<file path="src/rtl/seg_scan_driver.sv">
// seg_scan_driver
//   Time-multiplexes a 4-digit BCD word onto a 4-anode, 8-cathode
//   7-segment display. Each digit slot starts with a blanking window
//   (all anodes off) to stop ghosting between digits. It also handles
//   per-digit blinking, leading-zero suppression, and tear-free updates:
//   the displayed value only changes at the end of a frame.
//
//   Ports
//     clk_osc     system oscillator clock
//     resetn      asynchronous active-low reset
//     num_in      BCD digits, [15:12] = digit 3 (leftmost) .. [3:0] = digit 0
//     num_valid   1-cycle capture strobe for num_in (last strobe in a frame wins)
//     blink_mask  bit i = 1: digit i blinks
//     dp_mask     bit i = 1: decimal point lit on digit i
//     lz_en       1 = suppress leading zeros on digits 3..1
//     enable      0 = display dark, scan held at digit 0 / BLANK
//     anode       active-low digit enables, bit i = digit i (registered)
//     seg_n       active-low cathodes {dp,g,f,e,d,c,b,a} (registered)
//     frame_done  high during the last cycle of the digit-3 slot
module seg_scan_driver #(
  parameter int DIGIT_TICKS = 65536,
  parameter int BLANK_TICKS = 512,
  parameter int BLINK_HALF  = 25000000
) (
  input  logic        clk_osc,
  input  logic        resetn,
  input  logic [15:0] num_in,
  input  logic        num_valid,
  input  logic [3:0]  blink_mask,
  input  logic [3:0]  dp_mask,
  input  logic        lz_en,
  input  logic        enable,
  output logic [3:0]  anode,
  output logic [7:0]  seg_n,
  output logic        frame_done
);

  localparam int CNT_W = $clog2(DIGIT_TICKS + 1);
  localparam int BLK_W = $clog2(BLINK_HALF + 1);

  typedef enum logic {ST_BLANK, ST_DRIVE} state_t;

  state_t             state_q, state_d;
  logic [CNT_W-1:0]   slot_cnt_q, slot_cnt_d;
  logic [1:0]         digit_q, digit_d;
  logic [15:0]        pending_q, display_q;
  logic [BLK_W-1:0]   blink_cnt_q;
  logic               blink_phase_q;
  logic [3:0]         anode_d;
  logic [7:0]         seg_n_d;
  logic               slot_last;
  logic               boundary;
  logic [3:0]         cur_bcd;
  logic               dark;

  // Active-high segments g..a; anything outside 0..9 is shown as a dash.
  function automatic logic [6:0] decode7(input logic [3:0] bcd);
    logic [6:0] s;
    case (bcd)
      4'd0:    s = 7'h3F;
      4'd1:    s = 7'h06;
      4'd2:    s = 7'h5B;
      4'd3:    s = 7'h4F;
      4'd4:    s = 7'h66;
      4'd5:    s = 7'h6D;
      4'd6:    s = 7'h7D;
      4'd7:    s = 7'h07;
      4'd8:    s = 7'h7F;
      4'd9:    s = 7'h6F;
      default: s = 7'h40;
    endcase
    return s;
  endfunction

  // A digit is a leading zero when it and every digit to its left are zero.
  // Digit 0 is always shown so that a zero value still reads "0".
  function automatic logic lead_zero(input logic [15:0] disp, input logic [1:0] idx);
    logic lz;
    case (idx)
      2'd3:    lz = (disp[15:12] == 4'd0);
      2'd2:    lz = (disp[15:8]  == 8'd0);
      2'd1:    lz = (disp[15:4]  == 12'd0);
      default: lz = 1'b0;
    endcase
    return lz;
  endfunction

  assign slot_last  = (slot_cnt_q == CNT_W'(DIGIT_TICKS - 1));
  assign boundary   = enable && slot_last && (digit_q == 2'd3);
  assign frame_done = boundary;

  // ---- scan FSM: state register ----
  always_ff @(posedge clk_osc or negedge resetn) begin
    if (!resetn) begin
      state_q    <= ST_BLANK;
      slot_cnt_q <= '0;
      digit_q    <= 2'd0;
    end else begin
      state_q    <= state_d;
      slot_cnt_q <= slot_cnt_d;
      digit_q    <= digit_d;
    end
  end

  // ---- scan FSM: next state ----
  always_comb begin
    state_d    = state_q;
    slot_cnt_d = slot_cnt_q;
    digit_d    = digit_q;
    if (!enable) begin
      state_d    = ST_BLANK;
      slot_cnt_d = '0;
      digit_d    = 2'd0;
    end else if (slot_last) begin
      state_d    = ST_BLANK;
      slot_cnt_d = '0;
      digit_d    = digit_q + 2'd1;
    end else begin
      slot_cnt_d = slot_cnt_q + 1'b1;
      if (state_q == ST_BLANK && slot_cnt_q == CNT_W'(BLANK_TICKS - 1))
        state_d = ST_DRIVE;
    end
  end

  // ---- scan FSM: outputs (registered one cycle later) ----
  assign cur_bcd = display_q[{digit_q, 2'b00} +: 4];
  assign dark    = (blink_mask[digit_q] && blink_phase_q) ||
                   (lz_en && lead_zero(display_q, digit_q));

  // Dark digits also release the cathodes so nothing is driven on them.
  always_comb begin
    anode_d = 4'b1111;
    seg_n_d = 8'hFF;
    if (enable && state_q == ST_DRIVE && !dark) begin
      anode_d = ~(4'b0001 << digit_q);
      seg_n_d = {~dp_mask[digit_q], ~decode7(cur_bcd)};
    end
  end

  always_ff @(posedge clk_osc or negedge resetn) begin
    if (!resetn) begin
      anode <= 4'b1111;
      seg_n <= 8'hFF;
    end else begin
      anode <= anode_d;
      seg_n <= seg_n_d;
    end
  end

  // ---- value capture ----
  // While disabled nothing is visible, so display tracks pending freely;
  // otherwise it only moves at the frame boundary. A strobe in the update
  // cycle bypasses pending so that value is not a frame late.
  always_ff @(posedge clk_osc or negedge resetn) begin
    if (!resetn) begin
      pending_q <= 16'd0;
      display_q <= 16'd0;
    end else begin
      if (num_valid)
        pending_q <= num_in;
      if (!enable || boundary)
        display_q <= num_valid ? num_in : pending_q;
    end
  end

  // ---- blink phase, free running ----
  always_ff @(posedge clk_osc or negedge resetn) begin
    if (!resetn) begin
      blink_cnt_q   <= '0;
      blink_phase_q <= 1'b0;
    end else if (blink_cnt_q == BLK_W'(BLINK_HALF - 1)) begin
      blink_cnt_q   <= '0;
      blink_phase_q <= ~blink_phase_q;
    end else begin
      blink_cnt_q   <= blink_cnt_q + 1'b1;
    end
  end

endmodule

</file>
<file path="config.mk">
export PLATFORM = sky130hd
export DESIGN_NAME = seg_scan_driver
export DESIGN_NICKNAME = d
export VERILOG_FILES = /design/src/rtl/seg_scan_driver.sv
export SDC_FILE = /design/constraint.sdc
export NUM_CORES = 1
export LEC_CHECK = 0
export CAP_MARGIN = 20
export CORE_MARGIN = 2
export CORE_UTILIZATION = 24
export DETAILED_ROUTE_END_ITERATION = 6
export GPL_ROUTABILITY_DRIVEN = 0
export PLACE_DENSITY_LB_ADDON = 0.05
export SYNTH_ARGS = -nofsm -noshare
export SYNTH_HDL_FRONTEND = slang
export SYNTH_SLANG_ARGS = --single-unit
</file>
<file path="constraint.sdc">
create_clock -name clk_osc -period 4.1 [get_ports clk_osc]
set_input_delay 0.41 -clock clk_osc [delete_from_list [all_inputs] [get_ports clk_osc]]
set_output_delay 0.41 -clock clk_osc [all_outputs]
set_load 0.01 [all_outputs]
</file>
==> results_dict.tcl, run 1 <==
set metrics [dict create \
    slew-limit-headroom 0.364 \
    synth-seq-area-share 0.549 \
    power_switching_mw 0.445 \
    cts_tree "yes" \
    fmax_ghz 0.350 \
    wl_um 8670 \
    pwr-share-comb 0.075 \
    setup_viol 0 \
    async_reset_ff_frac 1.00 \
    required_ps 3690 \
    layout_min_cycle_time_ps 2860 \
    io_pins 42 \
    critical_path.slowest_cell "or4_4" \
    rows 47 \
    syn-instance-count 340 \
    met1_usage 0.146 \
    crit_type "reg2out" \
    synth_top_family_by_area "simple AND/OR/NAND/NOR gates" \
    htreeDepth 3 \
    fillers 1734 \
    clkLatencyLatePin_ps 350 \
    dp_hpwl_um 6090 \
    seqPwrFrac 0.452 \
    initial_utilization 0.247 \
    port_buffers 41 \
    final_max_slew_viol_count 0 \
    ff_latch_area_um2 2270 \
    cts_buffers 9 \
    synth_adder_area_share 0.0333 \
    drv_cap 0 \
    grt_overflow_total 0 \
    routedWlPerCell_um 14.2 \
    grt_pass1_vias 2753 \
    antenna_cells 0 \
    postCtsHoldBufs 0 \
    synth_mux_area_frac 0.132 \
    die_area_um2 18300 \
    rsz0062_at_grt "false" \
    period_share 0.697 \
    synth_edf_count 0 \
    max_stage_delay_ps 580 \
    track_usage 0.104 \
    clkPwrFrac 0.472 \
    clockBufferDepth 2 \
    power.density_nw_per_um2 413 \
    cts-resized-gates 0 \
    top_usage_layer "met2" \
    crit_chain "ha_1 > nand2_2 > or4_4 > nor2_1 > clkdlybuf4s50_1" \
    coreArea_um2 16700 \
    stdcell_count 610 \
    fin_util 0.307 \
    avgSynthCellArea_um2 12.1 \
    ys_warn_count 0 \
    first_iter_violations 151 \
    yosys_register_bits 90 \
    dp_cells 594 \
    switching_share 0.210 \
    nets 425 \
    p_int_mw 1.67 \
    clock_sinks 90 \
    synthXorXnorAreaFrac 0.0742 \
    multi_input_area_um2 1770 \
    met2_usage 0.149 \
    grt_use_met3 0.0322 \
    netlist_area_um2 4130 \
    cts-root-buf "clkbuf_16" \
    finalHoldViolations 0 \
    synthSimpleGateAreaFrac 0.160 \
    finClkSkew_ps 6.18 \
    p_leak_nw 2.11 \
    cts.clk_slew.worst_paths_ps 70 \
    synth-compound-area-share 0.0279 \
    drive_above_1_share 0.203 \
    dr.pass1.iters 4 \
    worstMarginPinSlew_ps 946 \
    cp-end-kind "output pin" \
    die_x_um 135 \
    ant_nets 0 \
    outcome "completed" \
    worst-path-max-fanout 7 \
    min_path_type "in2async" \
    ys_types 40 \
    grt_pass1_wl_um 14600 \
    setup_tns_ps 0 \
    drcViolationCount 0 \
    vias 2587 \
    antenna_found_initial 0 \
    ir_worst_vdd_v 0.000186 \
    grt_max_degree 71 \
    synth_flop_cell "dfrtp_1" \
    area_delta_synth_final_pct 24.3 \
    die_y_um 135 \
    post_cts_buffers 0 \
    viasPerCell 4.24 \
    synth_nets 380 \
    crit_arrival_ps 2450 \
    start_kind "flop" \
]
layer usage:
layer  wire length, µm  part of all wire  vias to the layer above
li1                  -                 -                     1280
met1              4540              0.52                     1258
met2              3650              0.42                       41
met3               331             0.038                        8
met4               146             0.017                        0
met5                 0                 0                        -
power by group through the flow:
stage	Combinational [mW]	Sequential, mW	Clock, mW
finish	0.159	0.958	1.00
global route	0.180	0.963	1.07
CTS	0.165	0.958	1.04
detailed placement	0.164	0.975	0
global placement	0.165	0.974	0
floorplan	0.100	0.962	0
cell usage after synthesis, types with 3 or more instances:
master    number  share of area
xnor2_1       19          0.040
o21ai_0        8         0.0097
nor3_1         4         0.0048
and3_1         5         0.0076
nor2b_1        4         0.0061
clkbuf_1       8         0.0073
dfstp_2       12          0.076
nor2_1        39          0.035
mux4_2         6          0.033
and2_1         3         0.0045
inv_1          8         0.0073
mux2_2        23          0.063
nand2_1       19          0.017
nand4_1       12          0.018
xor2_1        16          0.034
nor4_1         6         0.0091
mux2_4        10          0.036
nand3_1       22          0.027
dfrtp_1       78           0.47
ha_1          11          0.033
flip-flops by register name (all words and copies together) (netlist names):
name / count
anode: 4
blink_cnt_q: 25
blink_phase_q: 1
digit_q: 2
display_q: 16
pending_q: 16
seg_n: 8
slot_cnt_q: 17
state_q: 1
layout make-up:
cell class                      instances  area share
Clock inverter                          6      0.0251
Clock buffer                           10      0.0446
Tap cell                              220      0.0536
Timing Repair Buffer                   45      0.0853
Inverter                                8     0.00585
Sequential cell                        90       0.442
Multi-Input combinational cell        231       0.344
kinds of logic (layout without fill, tap and decap cells):
| group | after synthesis | after routing |
|---|---|---|
| simple gates | 129 | 129 |
| compound gates | 17 | 17 |
| buf+inv | 19 | 69 |
| xor+xnor | 35 | 35 |
| flops | 90 | 90 |
| fa+ha+maj | 11 | 11 |
| mux | 39 | 39 |
layout by cell type (no fill, tap or decap), drive strengths merged, types with 2 or more instances in the layout:
cell type / Yosys / final
o21ai: 9 / 9
clkinv: 0 / 2
ha: 11 / 11
nand2: 21 / 21
nor4: 6 / 6
and3: 6 / 6
nor3: 4 / 4
inv: 8 / 8
nand3: 22 / 22
and2: 3 / 3
mux4: 6 / 6
or4: 2 / 2
mux2: 33 / 33
bufinv: 0 / 4
buf: 3 / 5
nor2: 39 / 39
nand4: 12 / 12
nor2b: 4 / 4
xnor2: 19 / 19
nor4b: 2 / 2
dfstp: 12 / 12
xor2: 16 / 16
clkdlybuf4s50: 0 / 40
clkbuf: 8 / 10
nand3b: 2 / 2
dfrtp: 78 / 78
a31oi: 2 / 2
and4: 4 / 4
o21bai: 2 / 2
metrics by stage:
stage	hold WS, ps	instance area, µm²	power [mW]	setup slack (ps)
final	206	5130	2.12	1240
after global routing	282	5130	2.21	1080
after CTS	240	5130	2.16	1190
after detailed placement	459	4780	1.14	1410
after global placement	454	4780	1.14	1470
after floorplan	114	4130	1.06	1900
final timing paths:
path	startpoint	to	slack, ps	depth (start not counted)
worst max-delay path	slot_cnt_q[0]$_DFF_PN0_	frame_done	1240	5
worst min-delay path	resetn	blink_cnt_q[5]$_DFF_PN0_	210	1
worst max register to register	blink_cnt_q[0]$_DFF_PN0_	blink_cnt_q[16]$_DFF_PN0_	1540	7
worst min register to register	blink_phase_q$_DFFE_PN0N_	blink_phase_q$_DFFE_PN0N_	460	1
max in group asynchronous	resetn	seg_n[7]$_DFF_PN1_	2990	2
min in group clk_osc	blink_phase_q$_DFFE_PN0N_	blink_phase_q$_DFFE_PN0N_	460	1
critical path: cells and delay by family (launching register included):
family / cells / cell delay (ps)
adders and majority gates: 1 / 290
buffers and inverters: 1 / 550
DFF: 1 / 420
and+or+nand+nor: 3 / 850
No activity file was read; power rests on OpenSTA's default activity.
==> run 2: changes to the inputs <==
==> constraint.sdc (replaced) <==
create_clock -name clk_osc -period 2.68 [get_ports clk_osc]
set_input_delay 0.268 -clock clk_osc [delete_from_list [all_inputs] [get_ports clk_osc]]
set_output_delay 0.268 -clock clk_osc [all_outputs]
set_load 0.01 [all_outputs]
==> results_dict.tcl, run 2 (synthesized netlist as in run 1, its figures left out) <==
set metrics [dict create \
    outcome "completed" \
    grt_max_degree 48 \
    grt_pass1_vias 2849 \
    drv_cap 0 \
    crit_type "reg2reg" \
    power.density_nw_per_um2 623 \
    initial_utilization 0.247 \
    cp-end-kind "flop" \
    placed_area_um2 4840 \
    dp_hpwl_um 6150 \
    pwr-share-comb 0.079 \
    clkPwrFrac 0.473 \
    min_path_type "reg2reg" \
    p_leak_nw 2.18 \
    ir_worst_vdd_v 0.000308 \
    final_max_slew_viol_count 0 \
    ant_nets 0 \
    setup_viol 0 \
    crit_arrival_ps 2510 \
    setup_tns_ps 0 \
    start_kind "flop" \
    switching_share 0.213 \
    first_iter_violations 119 \
    coreArea_um2 16700 \
    seqPwrFrac 0.448 \
    layout_min_cycle_time_ps 2280 \
    clock_sinks 90 \
    hold_start "blink_phase_q$_DFFE_PN0N_" \
    antenna_cells 0 \
    required_ps 2910 \
    power_switching_mw 0.699 \
    final_cell_mix "dfrtp_1 (76), nor2_1 (39), clkdlybuf4s50_1 (39)" \
    clockBufferDepth 2 \
    finalHoldViolations 0 \
    largest_register_ffs 25 \
    track_usage 0.108 \
    dr.pass1.iters 4 \
    cts_tree "yes" \
    fin_area_um2 5260 \
    viasPerCell 4.26 \
    vias 2636 \
    period_share 0.849 \
    port_buffers 41 \
    cts-root-buf "clkbuf_16" \
    die_x_um 135 \
    routedWlPerCell_um 14.3 \
    rsz0062_at_grt "false" \
    cts.clk_slew.worst_paths_ps 70 \
    antenna_found_initial 0 \
    finClkSkew_ps 5.86 \
    die_y_um 135 \
    area_delta_synth_final_pct 27.3 \
    reg_top3 "blink_cnt_q x25, slot_cnt_q x17" \
    htreeDepth 3 \
    r2r_end "display_q[15]$_DFFE_PN0P_" \
    hold_end "blink_phase_q$_DFFE_PN0N_" \
    nets 434 \
    hold_depth 1 \
    io_pins 42 \
    drcViolationCount 0 \
    cts_buffers 9 \
    die_area_um2 18300 \
    final_common_cell "dfrtp_1" \
    largest_register "blink_cnt_q" \
    rr_worst_depth 7 \
    wl_um 8860 \
    grt_pass1_wl_um 15100 \
    drive_above_1_share 0.233 \
    slew-limit-headroom 0.605 \
    rows 47 \
    grt_overflow_total 0 \
    fmax_ghz 0.439 \
    worst-path-max-fanout 16 \
    worstMarginPinSlew_ps 593 \
    reg2reg_from "slot_cnt_q[3]$_DFF_PN0_" \
    r2r_slack_ps 400 \
    clkLatencyLatePin_ps 350 \
    p_int_mw 2.58 \
    crit_start "slot_cnt_q[3]$_DFF_PN0_" \
]
run 2: cell types whose count changed in the layout (fill, tap and decap cells not counted), sizes merged:
cell	before	now
buf	5	13
clkbuf	10	9
clkdlybuf4s50	40	39
clkinvlp	0	1
dlygate4sd3	0	1
dlymetal6s2s	0	1
run 2: through the flow:
| step | cells | setup WS [ps] | power [mW] | utilization | hold slack, ps |
|---|---|---|---|---|---|
| 2_1_floorplan | 340 | 477 | 1.63 | - | -27.6 |
| 3_3_place_gp | 599 | 321 | 1.75 | 0.290 | 321 |
| 3_5_place_dp | 599 | 306 | 1.75 | 0.290 | 313 |
| 4_1_cts | 618 | 15.7 | 3.34 | 0.314 | 469 |
| 5_1_grt | 619 | 299 | 3.43 | 0.315 | 513 |
| 6_report | 619 | 404 | 3.27 | 0.315 | 465 |
run 2: cell type report:
class                   instances  area, µm²
fillers                      1694      11400
flip-flops and latches         90       2270
multi-input cells             231       1780
repair buffers                 54        536
well taps                     220        275
clock buffers                   9        225
clock inverters                 7        141
inverters                       8       30.0
run 2: how the worst max path moves through the flow:
stage	end	cells after the start
floorplan	display_q[10]$_DFFE_PN0P_	7
global placement	frame_done	5
detailed placement	frame_done	5
CTS	frame_done	5
global route	display_q[15]$_DFFE_PN0P_	7
finish	display_q[15]$_DFFE_PN0P_	7
run 2: repair_timing:
action	CTS	global route
pin swaps	0	1
buffers inserted	2	1
resized for setup	3	3
hold buffers	1	0
endpoints found under the setup margin	1	1
hold endpoints to repair	41	0
run 2: metal layers:
layer,vias to the layer above,GRT usage,wire [µm]
met2,41,0.159,3790
li1,1286,-,-
met4,0,0.0417,147
met1,1300,0.150,4600
met3,9,0.0307,311
met5,-,0,0
run 2: critical path, stage by stage (launching register included):
cell and delay, ps:
dfrtp_1 390, and4_4 270, nand2_2 110, or4_4 550, buf_4 180, o21ai_4 140
buf_12 180, mux2_2 340
run 2: power groups by stage:
stage / Clock, mW / Sequential [mW] / Combinational [mW]
detailed placement: 0 / 1.49 / 0.260
global route: 1.67 / 1.48 / 0.290
floorplan: 0 / 1.47 / 0.154
global placement: 0 / 1.49 / 0.262
CTS: 1.61 / 1.47 / 0.266
finish: 1.55 / 1.47 / 0.258
==> run 3: changes to the inputs <==
==> constraint.sdc (replaced) <==
create_clock -name clk_osc -period 2.34 [get_ports clk_osc]
set_input_delay 0.234 -clock clk_osc [delete_from_list [all_inputs] [get_ports clk_osc]]
set_output_delay 0.234 -clock clk_osc [all_outputs]
set_load 0.01 [all_outputs]
==> results_dict.tcl, run 3 (synthesized netlist as in run 1, its figures left out) <==
set metrics [dict create \
    outcome "completed" \
    p_leak_nw 2.18 \
    drv_cap 0 \
    final_max_slew_viol_count 0 \
    ant_nets 0 \
    fillers 1725 \
    dr.pass1.iters 4 \
    htreeDepth 3 \
    fin_ws_ps 132 \
    stdcell_count 627 \
    pwr-share-comb 0.088 \
    setup_viol 0 \
    cts.clk_slew.worst_paths_ps 60 \
    nets 442 \
    crit_arrival_ps 2440 \
    largest_register_ffs 25 \
    vias 2641 \
    ff_latch_area_um2 2270 \
    dp_hpwl_um 6330 \
    power.density_nw_per_um2 651 \
    finalHoldViolations 0 \
    largest_register "blink_cnt_q" \
    clkLatencyLatePin_ps 340 \
    layout_min_cycle_time_ps 2210 \
    clockBufferDepth 2 \
    wl_um 8810 \
    p_int_mw 2.63 \
    finClkSkew_ps 4.39 \
    cts_tree "yes" \
    grt_max_degree 44 \
    viasPerCell 4.21 \
    r2r_slack_ps 130 \
    reg_top3 "blink_cnt_q x25, slot_cnt_q x17" \
    rr_worst_depth 7 \
    ir_worst_vdd_v 0.000372 \
    first_iter_violations 72 \
    cts-root-buf "clkbuf_16" \
    die_area_um2 18300 \
    area_delta_synth_final_pct 26.4 \
    fin_area_um2 5220 \
    fin_util 0.312 \
    crit_type "reg2reg" \
    setup_tns_ps 0 \
    io_pins 42 \
    die_x_um 135 \
    grt_pass1_vias 2891 \
    multi_input_area_um2 1770 \
    cp-end-kind "flop" \
    antenna_found_initial 0 \
    worst-path-max-fanout 16 \
    die_y_um 135 \
    initial_utilization 0.247 \
    final_cell_mix "dfrtp_1 (78), nor2_1 (39), clkdlybuf4s50_1 (39)" \
    pre_cts_ws_ps 138 \
    routedWlPerCell_um 14.0 \
    worstMarginPinSlew_ps 481 \
    port_buffers 41 \
    track_usage 0.108 \
    drive_above_1_share 0.236 \
    dp_cells 609 \
    period_share 0.944 \
    antenna_cells 0 \
    coreArea_um2 16700 \
    rsz0062_at_grt "false" \
    power_switching_mw 0.771 \
    finalPower_mw 3.40 \
    fmax_ghz 0.453 \
    slew-limit-headroom 0.679 \
    start_kind "flop" \
    final_common_cell "dfrtp_1" \
    seqPwrFrac 0.494 \
    required_ps 2570 \
    switching_share 0.227 \
    drcViolationCount 0 \
    min_path_type "in2async" \
    cts_buffers 9 \
    grt_overflow_total 0 \
    hold_ws_ps 338 \
    placed_area_um2 4910 \
    clkPwrFrac 0.418 \
    clock_sinks 90 \
    rows 47 \
    grt_pass1_wl_um 15200 \
]
run 3: cell count changes in the layout (fill, tap and decap cells not counted), sizes merged:
cell          change
buf               +8
bufinv            -3
clkbuf            +2
clkinv            +1
clkinvlp          -1
dlygate4sd2       +1
dlymetal6s2s      -1
inv               +1
run 3: metal layers:
metal,up-vias,routed length (µm),global-route usage
met4,0,154,0.0405
met3,11,350,0.0303
met5,-,0,0
met2,48,3860,0.162
met1,1270,4440,0.149
li1,1312,-,-
run 3: what timing repair did:
action / CTS / global route
pin swaps: 1 / 0
gates resized for setup: 1 / 1
hold buffers: 1 / 0
endpoints found under the hold margin: 13 / 0
setup endpoints to repair: 1 / 1
buffers inserted: 1 / 0
run 3: layout make-up:
class | count | share of cell area
well taps | 220 | 0.0528
clock buffers | 11 | 0.0446
multi-input cells | 231 | 0.339
inverters | 8 | 0.00576
clock inverters | 5 | 0.0103
repair buffers | 62 | 0.113
flip-flops and latches | 90 | 0.435
run 3: critical path: stages (launching register included):
cell and delay, ps:
dfrtp_1 410, and4_4 250, nand2_2 70, or4_4 500, buf_4 190, o21ai_4 140, buf_12 180, mux2_2 340
run 3: final timing paths:
check                                     startpoint                         to
max                         slot_cnt_q[11]$_DFF_PN0_   display_q[0]$_DFFE_PN0P_
min                                           resetn   blink_cnt_q[7]$_DFF_PN0_
max reg2reg                 slot_cnt_q[11]$_DFF_PN0_   display_q[0]$_DFFE_PN0P_
min reg2reg                blink_phase_q$_DFFE_PN0N_  blink_phase_q$_DFFE_PN0N_
max in group asynchronous                     resetn        state_q$_DFFE_PN0P_
min in group clk_osc       blink_phase_q$_DFFE_PN0N_  blink_phase_q$_DFFE_PN0N_
run 3: power groups by stage:
stage	Sequential [mW]	Clock (mW)	Combinational, mW
after floorplan	1.69	0	0.176
after global placement	1.71	0	0.307
after detailed placement	1.71	0	0.307
after CTS	1.68	1.50	0.309
after global routing	1.69	1.56	0.336
final	1.68	1.42	0.300
==> edit, RTL diff (flow settings as in run 2) <==
Set the parameter `BLANK_TICKS` to 256 (it was 512).
--- a/src/rtl/seg_scan_driver.sv
+++ b/src/rtl/seg_scan_driver.sv
@@ -19,7 +19,7 @@
 //     frame_done  high during the last cycle of the digit-3 slot
 module seg_scan_driver #(
   parameter int DIGIT_TICKS = 65536,
-  parameter int BLANK_TICKS = 512,
+  parameter int BLANK_TICKS = 256,
   parameter int BLINK_HALF  = 25000000
 ) (
   input  logic        clk_osc,
Function: no difference found for any inputs over 10 cycles, from zero or initial values and one cycle with resetn low; that may be too few to reach the edited logic, so the function may still have changed.
==> edit against run 2 <==
Non-clock buffer count decreased by 3; critical path type is now register to primary output; sequential cell count unchanged; power shrank 3.8%; clock power fell by 8%; clock skew grew 0.0015 ns; largest cell class unchanged; area after synthesis is 4.0% higher; hold slack better by 0.00078 ns; final area rose by 1.8%; critical endpoint is now frame_done; worst setup slack got worse by 0.21 ns; combinational power barely moved; global-route usage up 0.75 points; routed wire length grew 10%; synthesized cell count increased by 5.3%.
==> edit: results (changes against run 2) <==
Run status
  – Outcome: completed (unchanged)

Synth
  – Dominant cells by area after synthesis: dfrtp_1 45%, dfstp_2 7.3%, mux2_2 5.8% (was dfrtp_1 47%, dfstp_2 7.6%, mux2_2 6.3%)
  – Register area share after synthesis: 52.8% (was 54.9%)
  – Post-synth top cells: 78 x dfrtp_1, 29 x nor2_1, 22 x mux2_2, 22 x nand2_1, 19 x nand3_1 (was 78 x dfrtp_1, 39 x nor2_1, 23 x mux2_2)
  – Syn. warnings: 0 (unchanged)
  – Post-Synth XOR/XNOR Area: 5.91% (was 7.42%)
  – Post-Syn Nets: 398 (was 380)
  – Synth Area in Compound Gates: 5.39% (was 2.79%)
  – Synth cell types: 48 (was 40)
  – Post-Syn Instances: 358 (was 340)
  – Synth Area in Adders: 3.20% (was 3.33%)
  – Mux cell area share after synthesis: 12.9% (was 13.2%)

Pwr
  – Leak: 2.18 nW (about the same)
  – Clock power frac: 45.1% (was 47.3%)
  – Switch share: 22.0% (was 21.3%)
  – NetSw: 0.000692 W (was 0.000699 W)
  – IR Drop Worst-Case VDD: 0.298 mV (was 0.308 mV)
  – Sequential share of power: 46.7% (was 44.8%)

Worst hold path
  – Endpoint, Worst Hold: blink_cnt_q[19] (was blink_phase_q)
  – Hold wc startpoint: blink_cnt_q[19] (was blink_phase_q)
  – Worst Hold Depth: 1 (unchanged)

Timing
  – Max Freq: 402 MHz (was 439 MHz)
  – Tightest Pin Transition: 0.663 ns (was 0.593 ns)
  – Worst hold margin: 0.465 ns (about the same)
  – Final clock skew: 0.00740 ns (was 0.00586 ns)

Routing
  – 1st-iter DRT viols: 77 (was 119)
  – Final WL: 9.76 mm (was 8.86 mm)
  – DR vias: 2,833 (was 2,636)
  – Vias per std cell: 4.43 (was 4.26)
  – Initial DRT Pass Iterations: 5 (was 4)

Worst setup path
  – R2r setup slk: 0.56 ns (was 0.40 ns)
  – Reg-to-Reg Start: digit_q[0] (was slot_cnt_q[3])
  – Critical path arrival: 2.22 ns (was 2.51 ns)
  – Worst-case reg-to-reg path depth: 4 (was 7)
  – Reg2reg end: seg_n[4] (was display_q[15])
  – CP max FO: 6 (was 16)

Cells and area
  – Final nets: 450 (was 434)
  – Layout cells sized above 1: 21.7% (was 23.3%)

Clocking
  – Clock Latency Late Sink: 0.34 ns
  – Clock root buffer: clkbuf_16 (unchanged)

Die
  – Initial core utilization: 24.7% (about the same)

Global route
  – Initial antenna violation count: 0 (unchanged)
  – Vias in the first global route: 3,014 (was 2,849)
  – All-Layer GR Usage: 11.5% (was 10.8%)
  – First-pass GRT wire length: 16.4 mm (was 15.1 mm)

Placement
  – Dpl cells: 622 (was 599)
  – Pre-CTS setup slack: 0.326 ns (was 0.306 ns)
  – Placed Area: 0.00498 sq mm (was 0.00484 sq mm)
  – DP HPWL: 6.99 mm (was 6.15 mm)
## edit: changes by cell type in the layout (fill, tap and decap cells not counted), sizes merged, moves of 3 or more
cell and change:
o31ai +4, nand4 +3, nor3 +5, nand3 -3
inv +4, or3 +5, clkbuf +3, a21oi +11
xor2 -4, buf -3, nor2 -10
## edit: cell families after synthesis
group | count (synthesis)
buf+inv | 22
compound gates | 35
fa+ha+maj | 11
mux | 40
simple gates | 131
flops | 90
xor+xnor | 29
## edit: worst max-delay path by stage
stage,endpoint,cells past startpoint,from
after floorplan,display_q[10],6,slot_cnt_q[0]
after global placement,frame_done,6,slot_cnt_q[0]
after detailed placement,frame_done,6,slot_cnt_q[0]
after CTS,frame_done,6,slot_cnt_q[0]
after global routing,frame_done,6,slot_cnt_q[1]
final,frame_done,6,slot_cnt_q[1]
## edit: timing repair
action                                  4_1_cts  5_1_grt
pin swaps                                     1        0
endpoints found under the setup margin        1        1
buffers inserted                              1        0
resized for setup                             1        2
hold buffers                                  1        0
endpoints found under the hold margin        41        0
## edit: metal layers
| layer | share of wire [%] | track usage, % |
|---|---|---|
| met1 | 50 | 15.7 |
| met2 | 46 | 17.9 |
| met3 | 2.7 | 2.91 |
| met4 | 1.5 | 3.91 |
| met5 | 0 | 0 |
## edit: worst max-delay path, stage by stage (launching register included)
cell and delay, ns:
dfrtp_1 0.41, ha_2 0.25, nand3_2 0.17, nor3_4 0.21
nand3_1 0.09, nor2_1 0.17, clkdlybuf4s50_1 0.57
## edit: area by class of cell
cell class / instances / area (sq um)
multi-input cells: 246 / 1920
fillers: 1795 / 12100
well taps: 225 / 282
repair buffers: 51 / 498
flip-flops and latches: 90 / 2270
clock buffers: 12 / 267
inverters: 12 / 45.0
clock inverters: 4 / 72.6
